### src/rtl/lc3_pkg.sv
// Shared types for the LC-3 memory port: operation codes, port FSM states
// and small decode helpers for the operation field.
package lc3_pkg;

    typedef enum logic [1:0] {
        MOP_RD  = 2'b00,
        MOP_WR  = 2'b01,
        MOP_RDI = 2'b10,
        MOP_WRI = 2'b11
    } mem_op_t;

    typedef enum logic [1:0] {
        IDLE = 2'b00,
        PTR  = 2'b01,
        DATA = 2'b10,
        RESP = 2'b11
    } mem_port_state_t;

    // Indirect ops fetch a pointer before the data access.
    function automatic logic op_is_indirect(input mem_op_t op);
        return op[1];
    endfunction

    // Write ops drive mem_we in the data phase.
    function automatic logic op_is_write(input mem_op_t op);
        return op[0];
    endfunction

endpackage

### src/rtl/lc3_wait_timer.sv
// Wait-state counter for the LC-3 memory port. Cleared by start, counts
// cycles where run is high, and flags expiry in the cycle the count would
// reach TIMEOUT. run is low whenever the memory answers, so an answer in
// that last cycle always wins over expiry.
module lc3_wait_timer #(
    parameter int TIMEOUT = 15
) (
    input  logic clk,
    input  logic reset,
    input  logic start,
    input  logic run,
    output logic expired
);
    import lc3_pkg::*;

    localparam int TW = $clog2(TIMEOUT + 1);
    localparam logic [TW-1:0] LIMIT = TW'(TIMEOUT);
    localparam logic [TW-1:0] LAST  = TW'(TIMEOUT - 1);

    logic [TW-1:0] cnt_r;

    // Restart on each new access, otherwise count stalled cycles up to the limit.
    always_ff @(posedge clk or posedge reset) begin
        if (reset) begin
            cnt_r <= {TW{1'b0}};
        end else if (start) begin
            cnt_r <= {TW{1'b0}};
        end else if (run && (cnt_r != LIMIT)) begin
            cnt_r <= cnt_r + 1'b1;
        end else begin
            cnt_r <= cnt_r;
        end
    end

    assign expired = run && (cnt_r == LAST);

endmodule

### src/rtl/lc3_mem_port.sv
// LC-3 memory port: accepts direct/indirect read/write commands, runs one or
// two memory accesses with a ready handshake and returns a one-cycle response.
// All outputs are registered; the response pulse therefore appears in the
// cycle after the FSM passes through RESP, which is also the first cycle a
// new command can be accepted.
// Optional build macro LC3_MEM_PORT_TIMEOUT_EN: aborts an access that waits
// TIMEOUT cycles on mem_ready and reports it through rsp_err.
module lc3_mem_port #(
    parameter int DW      = 16,
    parameter int AW      = 16,
    parameter int TIMEOUT = 15
) (
    input  logic          clk,
    input  logic          reset,
    input  logic          cmd_valid,
    output logic          cmd_ready,
    input  logic [1:0]    cmd_op,
    input  logic [AW-1:0] cmd_addr,
    input  logic [DW-1:0] cmd_wdata,
    output logic          rsp_valid,
    output logic [DW-1:0] rsp_rdata,
    output logic          rsp_err,
    output logic          mem_req,
    output logic          mem_we,
    output logic [AW-1:0] mem_addr,
    output logic [DW-1:0] mem_wdata,
    input  logic [DW-1:0] mem_rdata,
    input  logic          mem_ready,
    output logic          busy
);
    import lc3_pkg::*;

    mem_port_state_t state_r, state_nx_s;
    mem_op_t         op_r, op_nx_s;
    logic            err_r, err_nx_s;
    logic [DW-1:0]   rdata_r, rdata_nx_s;
    logic            cmd_ready_r, busy_r, rsp_valid_r, rsp_err_r;
    logic [DW-1:0]   rsp_rdata_r;
    logic            mem_req_r, mem_req_nx_s, mem_we_r, mem_we_nx_s;
    logic [AW-1:0]   mem_addr_r, mem_addr_nx_s, ptr_s;
    logic [DW-1:0]   mem_wdata_r, mem_wdata_nx_s;
    logic            start_s, expired_s;

    // Pointer read back from memory is zero-extended or truncated to AW.
    generate
        if (AW > DW) begin : g_ptr_ext
            assign ptr_s = {{(AW-DW){1'b0}}, mem_rdata};
        end else begin : g_ptr_trunc
            assign ptr_s = mem_rdata[AW-1:0];
        end
    endgenerate

`ifdef LC3_MEM_PORT_TIMEOUT_EN
    lc3_wait_timer #(.TIMEOUT(TIMEOUT)) u_wait_timer (
        .clk     (clk),
        .reset   (reset),
        .start   (start_s),
        .run     (mem_req_r & ~mem_ready),
        .expired (expired_s)
    );
`else
    // Without the timer an access waits for mem_ready indefinitely.
    logic unused_s;
    assign unused_s  = start_s | (TIMEOUT == 0);
    assign expired_s = 1'b0;
`endif

    // Next-state and next-value logic for the access sequencer.
    always_comb begin
        state_nx_s     = state_r;
        op_nx_s        = op_r;
        err_nx_s       = err_r;
        rdata_nx_s     = rdata_r;
        mem_req_nx_s   = mem_req_r;
        mem_we_nx_s    = mem_we_r;
        mem_addr_nx_s  = mem_addr_r;
        mem_wdata_nx_s = mem_wdata_r;
        start_s        = 1'b0;
        case (state_r)
            IDLE: begin
                if (cmd_valid) begin
                    op_nx_s        = mem_op_t'(cmd_op);
                    err_nx_s       = 1'b0;
                    rdata_nx_s     = {DW{1'b0}};
                    mem_addr_nx_s  = cmd_addr;
                    mem_wdata_nx_s = cmd_wdata;
                    mem_req_nx_s   = 1'b1;
                    start_s        = 1'b1;
                    if (op_is_indirect(mem_op_t'(cmd_op))) begin
                        state_nx_s  = PTR;
                        mem_we_nx_s = 1'b0;
                    end else begin
                        state_nx_s  = DATA;
                        mem_we_nx_s = op_is_write(mem_op_t'(cmd_op));
                    end
                end else begin
                    mem_req_nx_s = 1'b0;
                    mem_we_nx_s  = 1'b0;
                end
            end
            PTR: begin
                if (mem_ready) begin
                    // Pointer handed straight to the data access; a new access starts.
                    state_nx_s    = DATA;
                    mem_addr_nx_s = ptr_s;
                    mem_we_nx_s   = op_is_write(op_r);
                    start_s       = 1'b1;
                end else if (expired_s) begin
                    state_nx_s   = RESP;
                    err_nx_s     = 1'b1;
                    mem_req_nx_s = 1'b0;
                    mem_we_nx_s  = 1'b0;
                end else begin
                    state_nx_s = PTR;
                end
            end
            DATA: begin
                if (mem_ready) begin
                    state_nx_s   = RESP;
                    rdata_nx_s   = op_is_write(op_r) ? {DW{1'b0}} : mem_rdata;
                    mem_req_nx_s = 1'b0;
                    mem_we_nx_s  = 1'b0;
                end else if (expired_s) begin
                    state_nx_s   = RESP;
                    err_nx_s     = 1'b1;
                    mem_req_nx_s = 1'b0;
                    mem_we_nx_s  = 1'b0;
                end else begin
                    state_nx_s = DATA;
                end
            end
            RESP: begin
                state_nx_s = IDLE;
            end
            default: begin
                state_nx_s   = IDLE;
                mem_req_nx_s = 1'b0;
                mem_we_nx_s  = 1'b0;
            end
        endcase
    end

    // FSM state register.
    always_ff @(posedge clk or posedge reset) begin
        if (reset) begin
            state_r <= IDLE;
        end else begin
            state_r <= state_nx_s;
        end
    end

    // Command latches and registered outputs.
    always_ff @(posedge clk or posedge reset) begin
        if (reset) begin
            op_r        <= MOP_RD;
            err_r       <= 1'b0;
            rdata_r     <= {DW{1'b0}};
            cmd_ready_r <= 1'b1;
            busy_r      <= 1'b0;
            rsp_valid_r <= 1'b0;
            rsp_err_r   <= 1'b0;
            rsp_rdata_r <= {DW{1'b0}};
            mem_req_r   <= 1'b0;
            mem_we_r    <= 1'b0;
            mem_addr_r  <= {AW{1'b0}};
            mem_wdata_r <= {DW{1'b0}};
        end else begin
            op_r        <= op_nx_s;
            err_r       <= err_nx_s;
            rdata_r     <= rdata_nx_s;
            cmd_ready_r <= (state_nx_s == IDLE);
            busy_r      <= (state_nx_s != IDLE);
            rsp_valid_r <= (state_r == RESP);
            rsp_err_r   <= (state_r == RESP) && err_r;
            rsp_rdata_r <= (state_r == RESP) ? rdata_r : rsp_rdata_r;
            mem_req_r   <= mem_req_nx_s;
            mem_we_r    <= mem_we_nx_s;
            mem_addr_r  <= mem_addr_nx_s;
            mem_wdata_r <= mem_wdata_nx_s;
        end
    end

    assign cmd_ready = cmd_ready_r;
    assign busy      = busy_r;
    assign rsp_valid = rsp_valid_r;
    assign rsp_err   = rsp_err_r;
    assign rsp_rdata = rsp_rdata_r;
    assign mem_req   = mem_req_r;
    assign mem_we    = mem_we_r;
    assign mem_addr  = mem_addr_r;
    assign mem_wdata = mem_wdata_r;

endmodule

### config.mk
export PLATFORM = sky130hd
export DESIGN_NAME = lc3_mem_port
export DESIGN_NICKNAME = d
export VERILOG_FILES = /design/src/rtl/lc3_pkg.sv /design/src/rtl/lc3_wait_timer.sv /design/src/rtl/lc3_mem_port.sv
export SDC_FILE = /design/constraint.sdc
export NUM_CORES = 1
export LEC_CHECK = 0
export CAP_MARGIN = 20
export CORE_MARGIN = 5
export CORE_UTILIZATION = 48
export DETAILED_ROUTE_END_ITERATION = 10
export PLACE_DENSITY = 0.83
export SETUP_SLACK_MARGIN = 0.3
export SYNTH_ARGS = -nofsm -noshare
export SYNTH_HDL_FRONTEND = slang
export SYNTH_SLANG_ARGS = --single-unit
### constraint.sdc
create_clock -name clk -period 4.48 [get_ports clk]
set_input_delay 0.896 -clock clk [delete_from_list [all_inputs] [get_ports clk]]
set_output_delay 0.896 -clock clk [all_outputs]
set_load 0.005 [all_outputs]
==> impl_metrics.py, run 1 <==
metrics = {
    "status": {
        "outcome": "complete, no violations",
    },
    "cts": {
        "ctsHtreeMaxLevel": 3,
        "cts.path.max_buffers": 2,
        "cts_sinks": 72,
        "cts.hold.buffers_added": 0,
        "postCtsSetupBuffers": 0,
        "clockRootBuffer": "clkbuf_8",
        "cts_resized": 0,
        "path_clk_slew_ns": 0.07,
        "cts-buffers-inserted": 9,
        "cts_tree": "yes",
        "insertion_delay_ns": 0.33,
    },
    "placed_design": {
        "hpwl_um": 5310,
        "port_buffers": 106,
        "dp_slack_ns": 1.50,
        "place_congestion": 0.804,
    },
    "grt": {
        "grt_first_pass_wirelength_um": 11800,
        "track_usage_pct": 17.9,
        "antenna_found_initial": 0,
        "grt.overflow.total": 0,
        "grt_max_degree": 48,
        "grt_pass1_vias": 2372,
    },
    "die": {
        "row_count": 30,
        "initial_core_util_pct": 48.5,
        "die-width_um": 92.2,
        "io_pins": 108,
        "dieArea_um2": 8490,
        "die_height_um": 92.2,
        "coreArea_um2": 6680,
    },
    "yosys": {
        "syn_nets": 294,
        "ys_seq_elements": 72,
        "syn_area_per_cell_um2": 13.8,
        "synth.area.top_cells": "dfrtp_1 55%, mux2_2 19%, mux2i_1 5.3%",
        "synth.distinct_cells": 29,
        "synth_top_area_cell": "dfrtp_1",
        "seq_area_frac_synth_pct": 55.7,
        "synth_top_area_share_pct": 54.8,
        "synth_cells": 235,
        "yosysWarnings": 0,
        "synth_area_um2": 3240,
    },
    "timing": {
        "hold_viol_final": 0,
        "worst_slack_ns": 1.74,
        "relSlewSlack_pct": 34.7,
        "tightest_slew_ns": 0.977,
        "drv_slew": 0,
        "grt_setup_unrepaired": "false",
        "setup_violations": 0,
        "min_period_over_period_pct": 61.1,
        "period_needed_ns": 2.74,
        "fmax_ghz": 0.365,
        "final.setup.tns_ns": 0,
        "fin_skew_ns": 0.00380,
    },
    "power": {
        "ir_worst_vdd_mv": 0.347,
        "p_leak_nw": 1.97,
        "power_density_nw_per_um2": 677,
    },
    "hold_path": {
        "hold_path.class": "reg2reg",
    },
    "critical_path": {
        "critPathCaptureType": "register",
        "cp.arrival_ns": 2.95,
        "worstPathRequired_ns": 4.69,
        "worstPathMaxFanout": 18,
        "start_kind": "register",
        "crit_type": "reg2reg",
    },
    "routing": {
        "ant_nets": 0,
        "drt-pass1-iter-count": 4,
        "vias_per_cell": 4.97,
        "drc": 0,
        "detail_route.iter0.violations": 36,
        "drt-total-wl_um": 7080,
        "vias": 2119,
        "wl_per_cell_um": 16.6,
    },
    "run": {
        "maxCapViolCount": 0,
    },
    "cells_and_area": {
        "mostFrequentLayoutCell": "clkdlybuf4s50_1",
        "nNetsFinal": 402,
        "drive_above_1_share_pct": 25.1,
        "regArea_um2": 1800,
        "antenna_cells": 0,
        "mostFrequentLayoutCells": "106 x clkdlybuf4s50_1, 71 x dfrtp_1, 56 x mux2_2",
        "nFillCells": 508,
        "multi_input_area_um2": 1270,
        "area_delta_synth_final_pct": 39.2,
    },
}
synth_stat cells, drive strengths merged:
cell     n
a211oi   1
a21boi   1
a31oi    1
buf      9
clkbuf   3
conb     1
dfrtp   71
dfstp    1
ha       5
inv     19
mux2    66
mux2i   17
nand2   22
nand2b   2
nand3    1
nor2     3
nor2b    4
nor3     2
o21ai    2
o21bai   1
o31ai    1
o32a     1
o32ai    1
critical path, cell delays in order (launching register included):
cell     delay [ns]
dfrtp_1        0.44
inv_1          0.13
ha_1           0.69
nor2_1         0.19
nor3_4         0.75
mux2_2         0.42
report_power, final:
group / internal (mW) / switching [mW] / total (mW) / leakage, nW
logic: 0.916 / 0.559 / 1.48 / 0.974
clock network: 0.241 / 0.218 / 0.459 / 0.0886
registers: 0.958 / 0.160 / 1.12 / 0.908
cells by family after synthesis:
| family | share of synthesized area (%) |
|---|---|
| flip-flops | 55.7 |
| AND/OR/NAND/NOR | 5.68 |
| other | 0.116 |
| AO/OA/AOI/OAI | 2.01 |
| buffers and inverters | 5.25 |
| multiplexers | 29.4 |
| adder cells (fa/ha/maj) | 1.93 |
final timing paths:
path                              startpoint       endpoint  slack, ns  cells past startpoint
worst max-delay path              state_r[1]    mem_addr[9]       1.74                      5
worst min-delay path            mem_wdata[1]   mem_wdata[1]       0.50                      1
worst max register to register    state_r[1]    mem_addr[9]       1.74                      5
worst min register to register  mem_wdata[1]   mem_wdata[1]       0.50                      1
max in group asynchronous              reset     rdata_r[7]       2.79                      4
min in group asynchronous              reset  mem_wdata[12]       0.81                      2
through the flow:
| stage | area, um2 | hold slack [ns] | utilization [%] | total power [mW] | std cells |
|---|---|---|---|---|---|
| after floorplan | 3240 | 0.479 | - | 2.02 | 235 |
| after global placement | 4310 | 0.486 | 64.5 | 2.57 | 410 |
| after detailed placement | 4310 | 0.490 | 64.5 | 2.62 | 410 |
| after CTS | 4480 | 0.510 | 67.1 | 3.09 | 424 |
| after global routing | 4510 | 0.523 | 67.5 | 3.26 | 426 |
| final | 4510 | 0.504 | 67.5 | 3.05 | 426 |
routing by layer:
metal	routed length (um)	up-vias	global-route usage, %
li1	-	1002	-
met1	2960	1033	21.7
met2	3550	69	29.6
met3	397	15	4.18
met4	177	0	9.16
met5	0	-	0
flip-flops by register name (all words and copies together), names as in the netlist:
register   count
mem_we         1
mem_addr      16
rdata_r       16
mem_req        1
mem_wdata     16
busy           1
cmd_ready      1
op_r           1
rsp_valid      1
rsp_rdata     16
state_r        2
layout make-up:
| type | count | area share, % |
|---|---|---|
| Sequential cell | 72 | 40.0 |
| Multi-Input combinational cell | 132 | 28.1 |
| Timing Repair Buffer | 109 | 24.3 |
| Clock buffer | 14 | 3.83 |
| Tap cell | 80 | 2.22 |
| Inverter | 19 | 1.58 |
(Power assumes the default switching activity.)
==> run 2: changes to the inputs <==
--- a/config.mk
+++ b/config.mk
@@ -7,9 +7,9 @@
 export LEC_CHECK = 0
 export CAP_MARGIN = 20
 export CORE_MARGIN = 5
-export CORE_UTILIZATION = 48
+export CORE_UTILIZATION = 41
 export DETAILED_ROUTE_END_ITERATION = 10
-export PLACE_DENSITY = 0.83
+export PLACE_DENSITY = 0.76
 export SETUP_SLACK_MARGIN = 0.3
 export SYNTH_ARGS = -nofsm -noshare
 export SYNTH_HDL_FRONTEND = slang
==> constraint.sdc (replaced) <==
create_clock -name clk -period 2.5 [get_ports clk]
set_input_delay 0.5 -clock clk [delete_from_list [all_inputs] [get_ports clk]]
set_output_delay 0.5 -clock clk [all_outputs]
set_load 0.005 [all_outputs]
==> run 2 against run 1 <==
- non-clock buffer count rose by 6
- die area is 15% higher
- largest cell class unchanged
- clock skew up 0.0069 ns
- clock-buffer cell count is 3 lower
- first-iteration DRC count down 33%
- utilization fell by 7.0 points
- sequential power is 79% higher
- routed wire length up 0.58%
- design area is 3.6% higher
- global-route usage down 3.1 points
- setup slack worse by 1.2 ns
==> impl_metrics.py, run 2 (synthesis results as in run 1) <==
metrics = {
    "cells_and_area": {
        "mostFrequentLayoutCells": "106 x clkdlybuf4s50_1, 71 x dfrtp_1, 56 x mux2_2",
        "antenna_cells": 0,
        "stdcell_area_um2": 4670,
        "final_cells": 456,
        "nNetsFinal": 408,
        "mostFrequentLayoutCell": "clkdlybuf4s50_1",
        "drive_above_1_share_pct": 27.1,
        "area_delta_synth_final_pct": 44.2,
    },
    "critical_path": {
        "path_cells": "inv_1 > ha_1 > nor2b_4 > nor3_4 > buf_12 > mux2_2",
        "start_kind": "register",
        "critPathCaptureType": "register",
        "cp.arrival_ns": 2.18,
        "worstPathMaxFanout": 16,
        "worst_path_largest_cell_delay_ns": 0.49,
        "cp_slowest_cell": "dfrtp_1",
        "worstPathRequired_ns": 2.71,
        "crit_type": "reg2reg",
    },
    "timing": {
        "period_needed_ns": 1.97,
        "grt_setup_unrepaired": "false",
        "hold_viol_final": 0,
        "tightest_slew_ns": 0.498,
        "final.setup.tns_ns": 0,
        "drv_slew": 0,
        "fin_skew_ns": 0.0107,
        "min_period_over_period_pct": 78.7,
        "relSlewSlack_pct": 66.7,
        "fmax_ghz": 0.508,
        "setup_violations": 0,
    },
    "die": {
        "io_pins": 108,
        "coreArea_um2": 7730,
        "initial_core_util_pct": 41.9,
        "dieArea_um2": 9780,
        "die-width_um": 98.9,
        "row_count": 32,
        "die_height_um": 98.9,
    },
    "routing": {
        "wl_per_cell_um": 15.6,
        "vias_per_cell": 4.66,
        "vias": 2124,
        "drt-total-wl_um": 7120,
        "drt-pass1-iter-count": 4,
        "ant_nets": 0,
        "detail_route.iter0.violations": 24,
        "drc": 0,
    },
    "cts": {
        "clockRootBuffer": "clkbuf_8",
        "cts_tree": "yes",
        "ctsHtreeMaxLevel": 3,
        "cts.path.max_buffers": 2,
        "insertion_delay_ns": 0.32,
        "cts_sinks": 72,
        "cts.hold.buffers_added": 0,
        "path_clk_slew_ns": 0.08,
        "cts-buffers-inserted": 9,
        "postCtsSetupBuffers": 0,
        "cts_resized": 0,
    },
    "power": {
        "power_density_nw_per_um2": 1250,
        "p_leak_nw": 2.03,
        "fin_total_pwr_mw": 5.86,
        "ir_worst_vdd_mv": 0.597,
    },
    "grt": {
        "track_usage_pct": 14.8,
        "grt.overflow.total": 0,
        "grt_pass1_vias": 2329,
        "grt_first_pass_wirelength_um": 11700,
        "antenna_found_initial": 0,
        "grt_max_degree": 38,
    },
    "status": {
        "outcome": "complete, no violations",
    },
    "placed_design": {
        "port_buffers": 106,
        "hpwl_um": 5370,
        "dp.cells": 440,
        "placed_area_um2": 4430,
        "place_congestion": 0.773,
    },
    "hold_path": {
        "hold_path.class": "reg2reg",
    },
    "run": {
        "maxCapViolCount": 0,
    },
}
run 2: cell types whose count changed in the layout (fill, tap and decap cells not counted), sizes merged:
| cell | delta |
|---|---|
| clkinvlp | +3 |
| inv | -1 |
| buf | +6 |
| clkbuf | -3 |
| bufinv | +3 |
run 2: layout make-up:
| type | instances | area (um2) |
|---|---|---|
| Inverter | 19 | 75.1 |
| Tap cell | 102 | 128 |
| Fill cell | 624 | 3060 |
| Timing Repair Buffer | 115 | 1150 |
| Multi-Input combinational cell | 132 | 1270 |
| Clock buffer | 11 | 141 |
| Sequential cell | 72 | 1800 |
| Clock inverter | 5 | 105 |
run 2: worst paths after layout:
kind | from | end | slack (ns) | cells past startpoint
worst min-delay path | mem_wdata[12] | mem_wdata[12] | 0.51 | 1
min in group asynchronous | reset | mem_wdata[10] | 0.55 | 2
max in group asynchronous | reset | rdata_r[6] | 1.39 | 3
worst max-delay path | state_r[0] | mem_addr[9] | 0.53 | 6
worst max register to register | state_r[0] | mem_addr[9] | 0.53 | 6
worst min register to register | mem_wdata[12] | mem_wdata[12] | 0.51 | 1
run 2: routing by layer:
layer | track usage (%) | wire length [um] | vias up
li1 | - | - | 1012
met1 | 18.2 | 2970 | 1058
met2 | 25.4 | 3700 | 50
met3 | 4.25 | 394 | 4
met4 | 4.10 | 59 | 0
met5 | 0 | 0 | -
run 2: critical path: cells and delay by family (launching register included):
kind	cells	cell delay [ns]
muxes	1	0.34
buffers and inverters	2	0.29
DFF	1	0.49
and+or+nand+nor	2	0.41
adders and majority gates	1	0.32
run 2: where the power goes:
group,internal [mW],switching (mW)
combinational,1.71,1.02
sequential,1.72,0.293
clock,0.691,0.427
run 2: metrics by stage:
stage / utilization (%) / hold WS [ns] / setup slack, ns
global route: 60.5 / 0.518 / 0.385
CTS: 60.5 / 0.510 / 0.530
global placement: 57.3 / 0.487 / 0.399
detailed placement: 57.3 / 0.492 / 0.379
finish: 60.5 / 0.507 / 0.531
floorplan: - / 0.479 / 0.602
==> run 3: changes to the inputs <==
==> constraint.sdc (replaced) <==
create_clock -name clk -period 1.76 [get_ports clk]
set_input_delay 0.352 -clock clk [delete_from_list [all_inputs] [get_ports clk]]
set_output_delay 0.352 -clock clk [all_outputs]
set_load 0.005 [all_outputs]
==> run 3 against run 2 <==
- power increased by 58%
- sequential share of layout area decreased by 3.4 points
- global-route usage increased by 2.0 points
- clock power increased by 32%
- final cell count increased by 5.9%
- sequential power increased by 41%
- clock-buffer cell count decreased by 1
- sequential cell count unchanged
- via count increased by 8.8%
==> impl_metrics.py, run 3 (synthesis results as in run 1) <==
metrics = {
    "grt": {
        "track_usage_pct": 16.8,
        "grt.overflow.total": 0,
        "grt_first_pass_wirelength_um": 12900,
        "antenna_found_initial": 0,
        "grt_pass1_vias": 2614,
        "grt_max_degree": 41,
    },
    "die": {
        "die_height_um": 98.9,
        "initial_core_util_pct": 41.9,
        "die-width_um": 98.9,
        "io_pins": 108,
        "row_count": 32,
        "coreArea_um2": 7730,
        "dieArea_um2": 9780,
    },
    "critical_path": {
        "crit_type": "reg2reg",
        "cp_num_buf_inv": 3,
        "worstPathRequired_ns": 1.98,
        "cp.arrival_ns": 1.91,
        "worstPathMaxFanout": 8,
        "start_kind": "register",
        "critPathCaptureType": "register",
        "path_cells": "inv_4 > ha_4 > nor2b_4 > nor3_4 > buf_6 > buf_16 > mux2_4",
        "cp_slowest_cell": "dfrtp_2",
        "worst_path_largest_cell_delay_ns": 0.43,
        "critPathTopFamily": "flip-flops",
    },
    "timing": {
        "fmax_ghz": 0.594,
        "worst_slack_ns": 0.0763,
        "setup_violations": 0,
        "period_needed_ns": 1.68,
        "grt_setup_unrepaired": "true",
        "hold_viol_final": 0,
        "drv_slew": 0,
        "min_period_over_period_pct": 95.7,
        "final.setup.tns_ns": 0,
        "fin_skew_ns": 0.00811,
    },
    "cells_and_area": {
        "nNetsFinal": 435,
        "drive_above_1_share_pct": 36.0,
        "mostFrequentLayoutCells": "70 x dfrtp_1, 53 x clkdlybuf4s50_1, 52 x dlygate4sd2_1",
        "area_delta_synth_final_pct": 58.4,
        "antenna_cells": 0,
        "final_cells": 483,
        "mostFrequentLayoutCell": "dfrtp_1",
    },
    "run": {
        "maxCapViolCount": 0,
    },
    "routing": {
        "vias": 2310,
        "ant_nets": 0,
        "met1Wirelength_um": 3240,
        "drc": 0,
        "wl_per_cell_um": 17.2,
        "met3_length_um": 370,
        "detail_route.iter0.violations": 32,
        "met2_wirelength_um": 4460,
        "drt-pass1-iter-count": 4,
        "drt-total-wl_um": 8300,
        "top_layer": "met4",
        "vias_per_cell": 4.78,
    },
    "cts": {
        "cts-buffers-inserted": 9,
        "cts.hold.buffers_added": 0,
        "path_clk_slew_ns": 0.08,
        "insertion_delay_ns": 0.34,
        "clockRootBuffer": "clkbuf_8",
        "cts.path.max_buffers": 2,
        "cts_sinks": 72,
        "ctsHtreeMaxLevel": 3,
        "cts_tree": "yes",
    },
    "power": {
        "ir_worst_vdd_mv": 0.925,
        "power_density_nw_per_um2": 1810,
        "fin_total_pwr_mw": 9.28,
        "p_leak_nw": 2.46,
    },
    "placed_design": {
        "hpwl_um": 5560,
        "dp_slack_ns": -0.120,
        "dp.cells": 446,
        "port_buffers": 106,
        "place_congestion": 0.820,
    },
    "hold_path": {
        "hold_path.class": "in2async",
    },
    "status": {
        "outcome": "complete, no violations",
    },
}
-- run 3: changes by cell type in the layout (fill, tap and decap cells not counted), sizes merged, moves of 2 or more --
cell / previous run / this run
clkdlybuf4s50: 106 / 53
buf: 9 / 36
dlygate4sd2: 0 / 52
clkinv: 0 / 2
-- run 3: final timing paths --
| path | slack (ns) | endpoint | start | depth (start not counted) |
|---|---|---|---|---|
| setup / recovery | 0.08 | mem_addr[6] | state_r[0] | 7 |
| hold / removal | 0.34 | mem_wdata[5] | reset | 2 |
| setup reg to reg | 0.08 | mem_addr[6] | state_r[0] | 7 |
| hold reg to reg | 0.50 | rsp_rdata[7] | rdata_r[7] | 1 |
| max in group asynchronous | 0.90 | rsp_rdata[1] | reset | 3 |
| min in group clk | 0.50 | rsp_rdata[7] | rdata_r[7] | 1 |
-- run 3: per-stage QoR --
stage	utilization, %	hold slack (ns)	cell area [um2]
after global placement	58.5	0.484	4520
after global routing	66.4	0.363	5130
after floorplan	-	0.479	3250
after detailed placement	58.5	0.493	4520
final	66.4	0.344	5130
after CTS	64.0	0.339	4950
-- run 3: final cells by class --
cell class,count,area (um2)
Tap cell,102,128
Clock buffer,10,138
Sequential cell,72,1800
Clock inverter,6,90.1
Timing Repair Buffer,142,1450
Multi-Input combinational cell,132,1450
Fill cell,608,2600
Inverter,19,77.6
-- run 3: layer usage --
metal / up-vias / global-route usage (%)
met1: 1154 / 18.1
li1: 1079 / -
met2: 59 / 30.5
met4: 0 / 7.88
met5: - / 0
met3: 18 / 4.39
-- run 3: power breakdown --
part           internal [mW]  switching, mW
clock network          0.842          0.637
logic                   3.08           1.87
registers               2.44          0.404
-- run 3: repair_timing --
| action | CTS | global route |
|---|---|---|
| resized for setup | 70 | 38 |
| pin swaps | 3 | 5 |
| gates cloned | 4 | 0 |
| endpoints found under the setup margin | 118 | 55 |
| buffers inserted | 13 | 4 |
